===== src/rtl/alu_pkg.sv =====
// Shared encodings for the 4-bit ALU and the multiply/divide sequencer
// that time-shares it.
package alu_pkg;

  localparam logic [1:0] ALU_ADD = 2'b00;
  localparam logic [1:0] ALU_SUB = 2'b01;
  localparam logic [1:0] ALU_AND = 2'b10;
  localparam logic [1:0] ALU_OR  = 2'b11;

  localparam logic MODE_MUL = 1'b0;
  localparam logic MODE_DIV = 1'b1;

  localparam int STEPS = 4;

  typedef enum logic [1:0] {
    IDLE = 2'b00,
    RUN  = 2'b01,
    DONE = 2'b10
  } state_e;

endpackage


===== src/rtl/alu_4bit.sv =====
// Existing combinational 4-bit ALU: ADD/SUB/AND/OR with carry-out.
// SUB is a + ~b + 1, so cout=1 means no borrow.
module alu_4bit
  import alu_pkg::*;
(
  input  logic [1:0] op,
  input  logic [3:0] a,
  input  logic [3:0] b,
  output logic [3:0] result,
  output logic       cout
);

  logic [4:0] sum_s;

  // Operation select
  always_comb begin
    sum_s  = 5'd0;
    result = 4'h0;
    cout   = 1'b0;
    case (op)
      ALU_ADD: begin
        sum_s  = {1'b0, a} + {1'b0, b};
        result = sum_s[3:0];
        cout   = sum_s[4];
      end
      ALU_SUB: begin
        sum_s  = {1'b0, a} + {1'b0, ~b} + 5'd1;
        result = sum_s[3:0];
        cout   = sum_s[4];
      end
      ALU_AND: result = a & b;
      ALU_OR:  result = a | b;
      default: result = 4'h0;
    endcase
  end

endmodule


===== src/rtl/alu_muldiv_seq.sv =====
// Multi-cycle 4x4 unsigned multiply (shift-add) and restoring divide
// sequencer sharing a single alu_4bit, with valid/ready on both sides.
module alu_muldiv_seq
  import alu_pkg::*;
#(
  parameter bit DBZ_FAST = 1'b1
) (
  input  logic       clk,
  input  logic       rst_n,
  input  logic       start_valid,
  output logic       start_ready,
  input  logic       mode,
  input  logic [3:0] opa,
  input  logic [3:0] opb,
  output logic       res_valid,
  input  logic       res_ready,
  output logic [3:0] res_hi,
  output logic [3:0] res_lo,
  output logic       div_by_zero,
  output logic       busy
);

  state_e     state_q, state_d;
  logic [1:0] step_q, step_d;
  logic       mode_q, mode_d;
  logic [3:0] hi_q, hi_d;    // MUL acc_hi / DIV rem
  logic [3:0] lo_q, lo_d;    // MUL acc_lo / DIV q
  logic [3:0] opr_q, opr_d;  // MUL mcand / DIV dvs
  logic       res_valid_q, res_valid_d;
  logic [3:0] res_hi_q, res_hi_d;
  logic [3:0] res_lo_q, res_lo_d;
  logic       dbz_q, dbz_d;

  logic [1:0] alu_op_s;
  logic [3:0] alu_a_s, alu_b_s, alu_res_s;
  logic       alu_cout_s;
  logic [3:0] s_s;
  logic [4:0] mul_sum_s;
  logic [3:0] mul_hi_s, mul_lo_s, div_hi_s, div_lo_s;
  logic       qbit_s;

  alu_4bit u_alu (
    .op     (alu_op_s),
    .a      (alu_a_s),
    .b      (alu_b_s),
    .result (alu_res_s),
    .cout   (alu_cout_s)
  );

  // ALU operand steering; idle value is fixed so the shared ALU is deterministic
  always_comb begin
    alu_op_s = ALU_ADD;
    alu_a_s  = 4'h0;
    alu_b_s  = 4'h0;
    s_s      = {hi_q[2:0], lo_q[3]};
    if (state_q == RUN) begin
      if (mode_q == MODE_MUL) begin
        alu_op_s = ALU_ADD;
        alu_a_s  = hi_q;
        alu_b_s  = opr_q;
      end else begin
        alu_op_s = ALU_SUB;
        alu_a_s  = s_s;
        alu_b_s  = opr_q;
      end
    end else begin
      alu_op_s = ALU_ADD;
    end
  end

  // One multiply and one divide iteration computed from the ALU result
  always_comb begin
    if (lo_q[0]) begin
      mul_sum_s = {alu_cout_s, alu_res_s};
    end else begin
      mul_sum_s = {1'b0, hi_q};
    end
    mul_hi_s = mul_sum_s[4:1];
    mul_lo_s = {mul_sum_s[0], lo_q[3:1]};
    qbit_s   = hi_q[3] | alu_cout_s;
    div_hi_s = qbit_s ? alu_res_s : s_s;
    div_lo_s = {lo_q[2:0], qbit_s};
  end

  // Sequencer next state; results are only published on the first DONE cycle
  always_comb begin
    state_d     = state_q;
    step_d      = step_q;
    mode_d      = mode_q;
    hi_d        = hi_q;
    lo_d        = lo_q;
    opr_d       = opr_q;
    res_valid_d = res_valid_q;
    res_hi_d    = res_hi_q;
    res_lo_d    = res_lo_q;
    dbz_d       = dbz_q;
    case (state_q)
      IDLE: begin
        if (start_valid) begin
          mode_d = mode;
          step_d = 2'd0;
          if (mode == MODE_MUL) begin
            hi_d    = 4'h0;
            lo_d    = opb;
            opr_d   = opa;
            state_d = RUN;
          end else if (DBZ_FAST && (opb == 4'h0)) begin
            hi_d    = opa;
            lo_d    = 4'hF;
            opr_d   = opb;
            state_d = DONE;
          end else begin
            hi_d    = 4'h0;
            lo_d    = opa;
            opr_d   = opb;
            state_d = RUN;
          end
        end else begin
          state_d = IDLE;
        end
      end
      RUN: begin
        step_d = step_q + 2'd1;
        if (mode_q == MODE_MUL) begin
          hi_d = mul_hi_s;
          lo_d = mul_lo_s;
        end else begin
          hi_d = div_hi_s;
          lo_d = div_lo_s;
        end
        if (step_q == 2'(STEPS - 1)) begin
          state_d = DONE;
        end else begin
          state_d = RUN;
        end
      end
      DONE: begin
        if (!res_valid_q) begin
          res_valid_d = 1'b1;
          res_hi_d    = hi_q;
          res_lo_d    = lo_q;
          dbz_d       = (mode_q == MODE_DIV) && (opr_q == 4'h0);
        end else if (res_ready) begin
          res_valid_d = 1'b0;
          state_d     = IDLE;
        end else begin
          state_d = DONE;
        end
      end
      default: begin
        state_d     = IDLE;
        res_valid_d = 1'b0;
      end
    endcase
  end

  // State and datapath registers with synchronous active-low reset
  always_ff @(posedge clk) begin
    if (!rst_n) begin
      state_q     <= IDLE;
      step_q      <= 2'd0;
      mode_q      <= MODE_MUL;
      hi_q        <= 4'h0;
      lo_q        <= 4'h0;
      opr_q       <= 4'h0;
      res_valid_q <= 1'b0;
      res_hi_q    <= 4'h0;
      res_lo_q    <= 4'h0;
      dbz_q       <= 1'b0;
    end else begin
      state_q     <= state_d;
      step_q      <= step_d;
      mode_q      <= mode_d;
      hi_q        <= hi_d;
      lo_q        <= lo_d;
      opr_q       <= opr_d;
      res_valid_q <= res_valid_d;
      res_hi_q    <= res_hi_d;
      res_lo_q    <= res_lo_d;
      dbz_q       <= dbz_d;
    end
  end

  assign start_ready = (state_q == IDLE);
  assign busy        = (state_q != IDLE);
  assign res_valid   = res_valid_q;
  assign res_hi      = res_hi_q;
  assign res_lo      = res_lo_q;
  assign div_by_zero = dbz_q;

endmodule


===== config.mk =====
export PLATFORM = sky130hd
export DESIGN_NAME = alu_muldiv_seq
export DESIGN_NICKNAME = d
export VERILOG_FILES = /design/src/rtl/alu_pkg.sv /design/src/rtl/alu_4bit.sv /design/src/rtl/alu_muldiv_seq.sv
export SDC_FILE = /design/constraint.sdc
export NUM_CORES = 1
export LEC_CHECK = 0
export ABC_CLOCK_PERIOD_IN_PS = 8200
export CORE_UTILIZATION = 40
export CTS_CLUSTER_DIAMETER = 100
export DETAILED_ROUTE_END_ITERATION = 8
export PLACE_DENSITY_LB_ADDON = 0.25
export SLEW_MARGIN = 20
export SYNTH_ARGS = -nofsm -noshare
export SYNTH_HDL_FRONTEND = slang
export SYNTH_SLANG_ARGS = --single-unit

===== constraint.sdc =====
create_clock -name clk -period 8.2 [get_ports clk]
set_clock_uncertainty 0.1 [all_clocks]
set_input_delay 1.64 -clock clk [delete_from_list [all_inputs] [get_ports clk]]
set_output_delay 1.64 -clock clk [all_outputs]
set_load 0.01 [all_outputs]

# Word level (Yosys, flattened, before mapping)

Index checks and enable logic that the tools add are counted.

Add/subtract/negate cells: 4
Eq/ne operators: 8
Multiplexer cells: 32
Bitwise gates (word level): 5
Reduce and logical (&&, ||, !) cells: 11

Operators with widths:

| cell                | count |
|---|---|
| $mux 4              | 13 |
| $mux 2              | 8 |
| $pmux 4 s2          | 2 |
| $pmux 4 s4          | 1 |
| $add 4x4->5         | 2 |
| $eq 2x2->1 const B  | 4 |
| $logic_not 4->1     | 2 |
| $pmux 2 s3          | 1 |
| $reduce_and 2->1    | 3 |
| $add 5x1->5 const B | 1 |
| $mux 5              | 1 |
| $and 4x4->4         | 1 |
| $eq 2x1->1 const B  | 2 |
| $logic_not 2->1     | 2 |
| $ne 2x2->1 const B  | 2 |
| $not 4->4           | 1 |
| $or 4x4->4          | 1 |
| $pmux 1 s2          | 2 |
| $pmux 2 s2          | 1 |
| $reduce_bool 2->1   | 2 |
| $mux 1              | 3 |
| $add 2x1->2 const B | 1 |
| $reduce_or 2->1     | 1 |
| $logic_and 1x1->1   | 1 |
| 2 further kinds     | 2 |

Bits in registers: 27
Bits of input ports: 13
Output and inout bits: 12

# Longest topological paths before layout

Gate-level depths: netlist of the first run.

Word-level depth: 10
Depth in mapped cells: 13
Depth with buffers taken out: 11

# Hierarchy

A second synthesis of the first run with hierarchy kept.

Cells, all modules: 241
Area total of the unflattened synthesis: 2004.4 µm²

Modules (own cells, without submodules):

| module         | instances | cells an instance | area an instance (µm²) | seq. area each (µm²) |
|---|---|---|---|---|
| alu_muldiv_seq | 1         | 175               | 1527.7                 | 540.5 |
| alu_4bit       | 1         | 66                | 476.7                  | 0.0 |

# Worst setup path before layout of the first run

OpenSTA, ideal clock, no wires.

Path type: reg2reg
From: reg state_q[0]
To: reg hi_q[3]
Arrival time: 2.728 ns
Data required time: 7.983 ns
Slack: 5.255 ns
Cell stages (with the launch flop): 14
Buffers on the path: 3
Clock period less this slack: 2.945 ns
Cells stage by stage: dfxtp_1 > buf_6 > nor2b_4 > buf_2 > buf_2 > and2_1 > inv_1 > ha_1 > fa_1 > nor2b_1 > o21ai_2 > a22oi_2 > mux2_1 > a32o_1

Longest elaborated chain between the ends: 10

RTL lines:

| element                | line                                       | text |
|---|---|---|
| start, declared        | alu_muldiv_seq.sv:23                       | `state_e state_q, state_d;` |
| start signal, assigned | alu_muldiv_seq.sv:171                      | `state_q <= state_d;` |
| $eq 2x1->1             | alu_muldiv_seq.sv:56, alu_muldiv_seq.sv:97 |  |
| $mux 4                 | alu_muldiv_seq.sv:56                       | `if (state_q == RUN) begin` |
| $not 4->4              | alu_4bit.sv:27                             | `sum_s = {1'b0, a} + {1'b0, ~b} + 5'd1;` |
| $add 4x4->5            | alu_4bit.sv:27                             |  |
| $add 5x1->5            | alu_4bit.sv:27                             |  |
| $pmux 1 s2             | alu_4bit.sv:20                             | `case (op)` |
| $or 1x1->1             | alu_muldiv_seq.sv:80                       | `qbit_s = hi_q[3] \| alu_cout_s;` |
| $mux 4                 | alu_muldiv_seq.sv:81                       | `div_hi_s = qbit_s ? alu_res_s : s_s;` |
| $mux 4                 | alu_muldiv_seq.sv:124                      | `if (mode_q == MODE_MUL) begin` |
| $pmux 4 s2             | alu_muldiv_seq.sv:97                       | `case (state_q)` |
| end signal, assigned   | alu_muldiv_seq.sv:174                      | `hi_q <= hi_d;` |
| end, declared          | alu_muldiv_seq.sv:26                       | `logic [3:0] hi_q, hi_d;` |

Several ways; a longest one is shown, not always the timed one.
A chain may end at the register's enable or synchronous reset.

# Final worst setup path of the first run

From: in start_valid
To: reg hi_q[0]

Longest elaborated chain between the ends: 2

RTL lines:

| element                    | line                 | text |
|---|---|---|
| start, declared            | alu_muldiv_seq.sv:10 | `input logic start_valid,` |
| $ne 2x2->1 (no line)       | --                   |  |
| $reduce_and 2->1 (no line) | --                   |  |

Every way passes these cells.

==> flow_summary_export.csv, run 1 <==
group,metric,value,unit
status,run_status,"finished with violations",
status,violations,"design-rule violations",
sta,tns,0,ps
yosys,synth_nets,240,
sta,tightest_slew,908.2,ps
power_and_ir_drop,p_leak,0.8671,nW
floorplan,core.rowCount,24,
clocking,cts_tree,"done",
global_route,grt_max_degree,29,
place,place.gp.congestion,0.7699,
drt,viasPerCell,5.450,
sta,finalCritPeriodShare,0.4206,
final_layout,area_growth_syn_to_layout,14.21,%
global_route,met3_usage,0.03276,
yosys,synth-seq-area-share,0.2869,
flow_run,max_cap_violations,0,
clocking,clockBufferDepth,2,
worst_setup_path,cp_common_cell,"a21oi_1",
power_and_ir_drop,total_power,283.8,uW
sta,fin_crit,3449,ps
worst_setup_path,crit_arrival,3560,ps
yosys,syn_area_per_cell,8.724,sq um
yosys,synthFlopType,"dfxtp_1",
sta,whs,388.3,ps
power_and_ir_drop,ir_drop,81.46,uV
power_and_ir_drop,powerDensity,131.9,nW/um^2
floorplan,pin_count,25,
final_layout,final_area,2152,sq um
global_route,grtUsageMet1,0.2316,
worst_setup_path,startpoint_type,"input pin",
drt,drt_wl_total,3952,um
final_layout,mostFrequentLayoutCells,"nand2_1, mux2i_1, dfxtp_1",
floorplan,core_area,4444,sq um
yosys,synth_largest_area_cell,"dfxtp_1",
yosys,ys_ff_latch,27,
sta,fmax,290.0,MHz
worst_setup_path,required,8310,ps
global_route,antenna_found_initial,0,
yosys,synth_area_leaders,"dfxtp_1, mux2i_1, ha_1, nand2_1, nor2b_1",
global_route,grt-busiest-layer,"met2",
clocking,postCtsHoldBufs,0,
place,place_hpwl,2928,um
worst_setup_path,max_stage_delay,750,ps
worst_setup_path,critPathSlowestCell,"nor3b_2",
clocking,h-tree-depth,1,
yosys,yosysWarnings,0,
yosys,synth.distinct_cells,49,
global_route,grt_pass1_vias,1417,
drt,dr.first_iter.drc_count,100,
yosys,async_reset_ff_frac,0,
drt,vias,1526,
global_route,grt_pass1_wl,6755,um
clocking,cts_setup_buffers,0,
sta,rsz0062_at_grt,"no",
yosys,synth_top_cell_area_share,0.2869,
worst_setup_path,crit_path_end_kind,"flip-flop",
clocking,numCtsBuffers,3,
worst_setup_path,crit_type,"in2reg",
worst_hold_path,hold_path.class,"reg2reg",
global_route,grt.overflow.total,0,
global_route,use_met2,0.2751,
clocking,clock_latency,280,ps
sta,drv_slew,0,
yosys,synth_area,1884,sq um
clocking,cts.sinks,27,
yosys,synth_cells,216,
floorplan,initial_core_util,0.4240,
floorplan,dieWidth,70.64,um
worst_setup_path,cp_top_family,"simple AND/OR/NAND/NOR gates",
sta,hold_viol_final,0,
final_layout,fin_nets,253,
drt,antenna_left,0,
clocking,path_clk_slew,90,ps
place,portBuffers,24,
sta,setup_viol,0,
final_layout,insertedDiodeCount,0,
worst_setup_path,path_buf_inv,1,
floorplan,die_area,4989,sq um
floorplan,dieHeight,70.64,um
clocking,cts_resized,0,
global_route,grt.total_usage,0.1682,
final_layout,drive_gt1_frac,0.06579,
yosys,synth_edf_count,0,
drt,drt_drc_violations_left,4,
drt,drtPass1Iterations,6,
worst_setup_path,path_cells,"clkdlybuf4s50_1 -> nor3b_2 -> nand4_1 -> a21oi_1 -> o21ai_0 -> a21oi_1",
drt,wl_per_cell,14.11,um
place,placed_cell_area,2107,sq um
clocking,root_buffer,"clkbuf_8",
sta,relSlewSlack,0.3919,
worst_setup_path,cp_max_fo,16,
## cell families (layout without fill, tap and decap cells)
| logic type | Yosys count | in the layout | synth area share |
|---|---|---|---|
| AND/OR/NAND/NOR | 72 | 72 | 0.2264 |
| AO/OA/AOI/OAI | 49 | 49 | 0.1720 |
| multiplexers | 29 | 29 | 0.1554 |
| flip-flops | 27 | 27 | 0.2869 |
| buffers and inverters | 25 | 37 | 0.06441 |
| adder cells (fa/ha/maj) | 11 | 11 | 0.08101 |
| XOR/XNOR | 3 | 3 | 0.01395 |
## layer usage
metal / part of all wire / wire [um]
met1: 0.50 / 1973
met5: 0 / 0
met2: 0.44 / 1755
met3: 0.048 / 190
met4: 0.0078 / 31
## tightest hold or removal path, stage by stage, from the launching register on
cell      delay [ps]
dfxtp_1          320
nand3_1           60
a21boi_0          70
## through the flow
step | utilization | setup slack, ps | std cells
2_1_floorplan | - | 5255 | 216
3_3_place_gp | 0.4741 | 4526 | 276
3_5_place_dp | 0.4741 | 4492 | 276
4_1_cts | 0.4842 | 4770 | 280
5_1_grt | 0.4842 | 4601 | 280
6_report | 0.4842 | 4751 | 280
## synth_stat cells (all sizes together), types with 4 or more instances
cell type  instances
o21ai             14
nand2             27
a21oi             16
nor2               5
inv                9
dfxtp             27
mux2i             27
nor2b             14
o211a              4
ha                 9
clkbuf             5
buf               11
## registers in the layout (all words and copies together), names as in the netlist
name	count
opr_q	4
lo_q	4
res_valid	1
res_hi	4
step_q	2
res_lo	4
state_q	2
mode_q	1
div_by_zero	1
hi_q	4
## cell type report
class	count	area, sq um
inverters	9	33.78
fillers	443	2292
well taps	52	65.06
multi-input cells	164	1227
repair buffers	24	240.2
clock buffers	4	45.04
flip-flops and latches	27	540.5
## power breakdown
part | switching (mW) | total (mW) | internal (mW)
Combinational | 0.0313 | 0.0597 | 0.0284
Clock | 0.0415 | 0.0764 | 0.0349
Sequential | 0.0104 | 0.148 | 0.137
## path summary, 6_finish.rpt
kind | start | to | slack (ps) | cells past startpoint
max | start_valid | hi_q[0]$_SDFFE_PN0P_ | 4750 | 6
min | step_q[1]$_SDFFE_PN0P_ | step_q[1]$_SDFFE_PN0P_ | 390 | 2
max reg2reg | state_q[0]$_SDFFE_PN0N_ | hi_q[3]$_SDFFE_PN0P_ | 4880 | 10
min reg2reg | step_q[1]$_SDFFE_PN0P_ | step_q[1]$_SDFFE_PN0P_ | 390 | 2
(Power assumes the default switching activity.)
==> inputs of run 2 (changes only) <==
- ABC_CLOCK_PERIOD_IN_PS: 8200 -> 3100
- clock period: 8.2 -> 3.1 ns (I/O delays scaled with it)
==> run 2 against run 1 <==
The run still ends with design-rule violations left; non-clock buffer count increased by 9; register-to-register slack worse by 4500 ps; setup slack got worse by 4400 ps; sequential share of layout area shrank 0.78 points; hold slack better by 11 ps; total power rose to 2.7 times the previous value; count of clock-buffer cells in the layout is 1 lower; sequential power grew to 2.6 times the previous value; flip-flop and latch count unchanged; largest power group unchanged.
==> flow_summary_export.csv, run 2 (synthesis results as in run 1) <==
group,metric,value,unit
worst_setup_path,required,3170,ps
worst_setup_path,cp_max_fo,5,
place,dpl_worst_slack,364.4,ps
final_layout,mostFrequentLayoutCells,"nand2_1, mux2i_1, dfxtp_1",
final_layout,insertedDiodeCount,0,
drt,drtPass1Iterations,6,
clocking,root_buffer,"clkbuf_8",
global_route,grt.overflow.total,0,
final_layout,fin_nets,262,
final_layout,area_growth_syn_to_layout,17.86,%
clocking,clockBufferDepth,2,
place,place.gp.congestion,0.8445,
sta,tns,0,ps
worst_hold_path,hold_path.class,"reg2reg",
power_and_ir_drop,combPwrFrac,0.231,
clocking,cts.sinks,27,
place,portBuffers,24,
global_route,antenna_found_initial,0,
power_and_ir_drop,total_power,758.9,uW
power_and_ir_drop,p_int,536.7,uW
worst_setup_path,critPathSlowestCell,"fa_1",
drt,antenna_left,0,
clocking,numCtsBuffers,3,
sta,hold_viol_final,0,
final_layout,drive_gt1_frac,0.1055,
power_and_ir_drop,sw_frac_of_total,0.2928,
floorplan,pin_count,25,
clocking,h-tree-depth,1,
clocking,cts_resized,0,
sta,tightest_slew,982.1,ps
drt,drt_wl_total,4027,um
worst_setup_path,max_stage_delay,480,ps
status,violations,"design-rule violations",
final_layout,fill_cells,429,
clocking,clock_latency,270,ps
sta,fin_crit,2737,ps
floorplan,initial_core_util,0.4240,
status,run_status,"finished with violations",
clocking,cts_tree,"done",
drt,viasPerCell,5.322,
sta,drv_slew,0,
sta,relSlewSlack,0.3424,
drt,wl_per_cell,13.93,um
drt,vias,1538,
final_layout,multi_input_area,1227,sq um
floorplan,dieWidth,70.64,um
power_and_ir_drop,ir_drop,224.5,uV
floorplan,core_area,4444,sq um
flow_run,max_cap_violations,0,
worst_setup_path,path_cells,"mux2_2 -> nand2_1 -> inv_1 -> fa_1 -> nor3b_2 -> nor3_2 -> a22oi_2 -> mux2_1 -> a32o_1",
sta,rsz0062_at_grt,"no",
floorplan,dieHeight,70.64,um
final_layout,final_area,2221,sq um
sta,finalCritPeriodShare,0.8828,
sta,fmax,365.4,MHz
drt,dr.first_iter.drc_count,93,
clocking,cts_setup_buffers,0,
place,place_hpwl,3136,um
clocking,postCtsHoldBufs,0,
sta,setup_viol,0,
global_route,grt_max_degree,22,
power_and_ir_drop,seq_power_share,0.507,
power_and_ir_drop,p_sw,222.2,uW
worst_setup_path,crit_path_end_kind,"flip-flop",
final_layout,regArea,540.5,sq um
global_route,grt.total_usage,0.1697,
worst_setup_path,startpoint_type,"flip-flop",
power_and_ir_drop,pwr-share-clk,0.262,
place,placed_cell_area,2175,sq um
floorplan,die_area,4989,sq um
global_route,grt_pass1_vias,1386,
clocking,path_clk_slew,90,ps
worst_setup_path,crit_type,"reg2reg",
power_and_ir_drop,powerDensity,341.7,nW/um^2
sta,setup_slack,363.4,ps
floorplan,core.rowCount,24,
global_route,grt_pass1_wl,6720,um
power_and_ir_drop,p_leak,0.9152,nW
drt,drt_drc_violations_left,5,
worst_setup_path,crit_arrival,2810,ps
==> run 2: power by group through the flow <==
stage / logic, mW / registers (mW) / clock network (mW)
global placement: 0.175 / 0.392 / 0
CTS: 0.176 / 0.384 / 0.208
global route: 0.194 / 0.387 / 0.217
detailed placement: 0.175 / 0.392 / 0
finish: 0.176 / 0.384 / 0.199
floorplan: 0.127 / 0.382 / 0
==> run 2: layout make-up <==
cell class / count / share of cell area
multi-input cells: 164 / 0.5527
flip-flops and latches: 27 / 0.2434
repair buffers: 33 / 0.1386
well taps: 52 / 0.02930
clock buffers: 3 / 0.01859
inverters: 9 / 0.01521
clock inverters: 1 / 0.002254
==> run 2: worst max-delay path: cells and delay by family (launching register included) <==
kind / cells / cell delay (ps)
compound gates: 2 / 340
simple gates: 3 / 540
fa+ha+maj: 1 / 480
mux: 2 / 680
buf+inv: 1 / 100
flops: 1 / 400
==> run 2: worst paths after layout <==
path         slack, ps                endpoint  depth (start not counted)                    from
min reg2reg        400  step_q[1]$_SDFFE_PN0P_                          2  step_q[1]$_SDFFE_PN0P_
max reg2reg        360    hi_q[3]$_SDFFE_PN0P_                          9     mode_q$_SDFFE_PN0P_
max                360    hi_q[3]$_SDFFE_PN0P_                          9     mode_q$_SDFFE_PN0P_
min                400  step_q[1]$_SDFFE_PN0P_                          2  step_q[1]$_SDFFE_PN0P_
==> run 2: per-layer routing <==
metal	track usage	vias to the layer above	part of all wire
li1	-	800	-
met1	0.2458	709	0.51
met2	0.2621	27	0.44
met3	0.03134	2	0.039
met4	0.04000	0	0.0089
met5	0	-	0
==> run 2: through the flow <==
step                      hold slack [ps]  utilization  cells
final                               399.3       0.4997    289
after global routing                426.0       0.4997    289
after CTS                           404.2       0.4997    289
after detailed placement            389.2       0.4893    285
after global placement              372.5       0.4893    285
after floorplan                     358.2            -    216
==> inputs of run 3 (changes only) <==
- SKIP_LAST_GASP: not set -> 1
==> results of run 3 <==
Same layout as run 2: the final DEF is identical, and so are final timing and power.
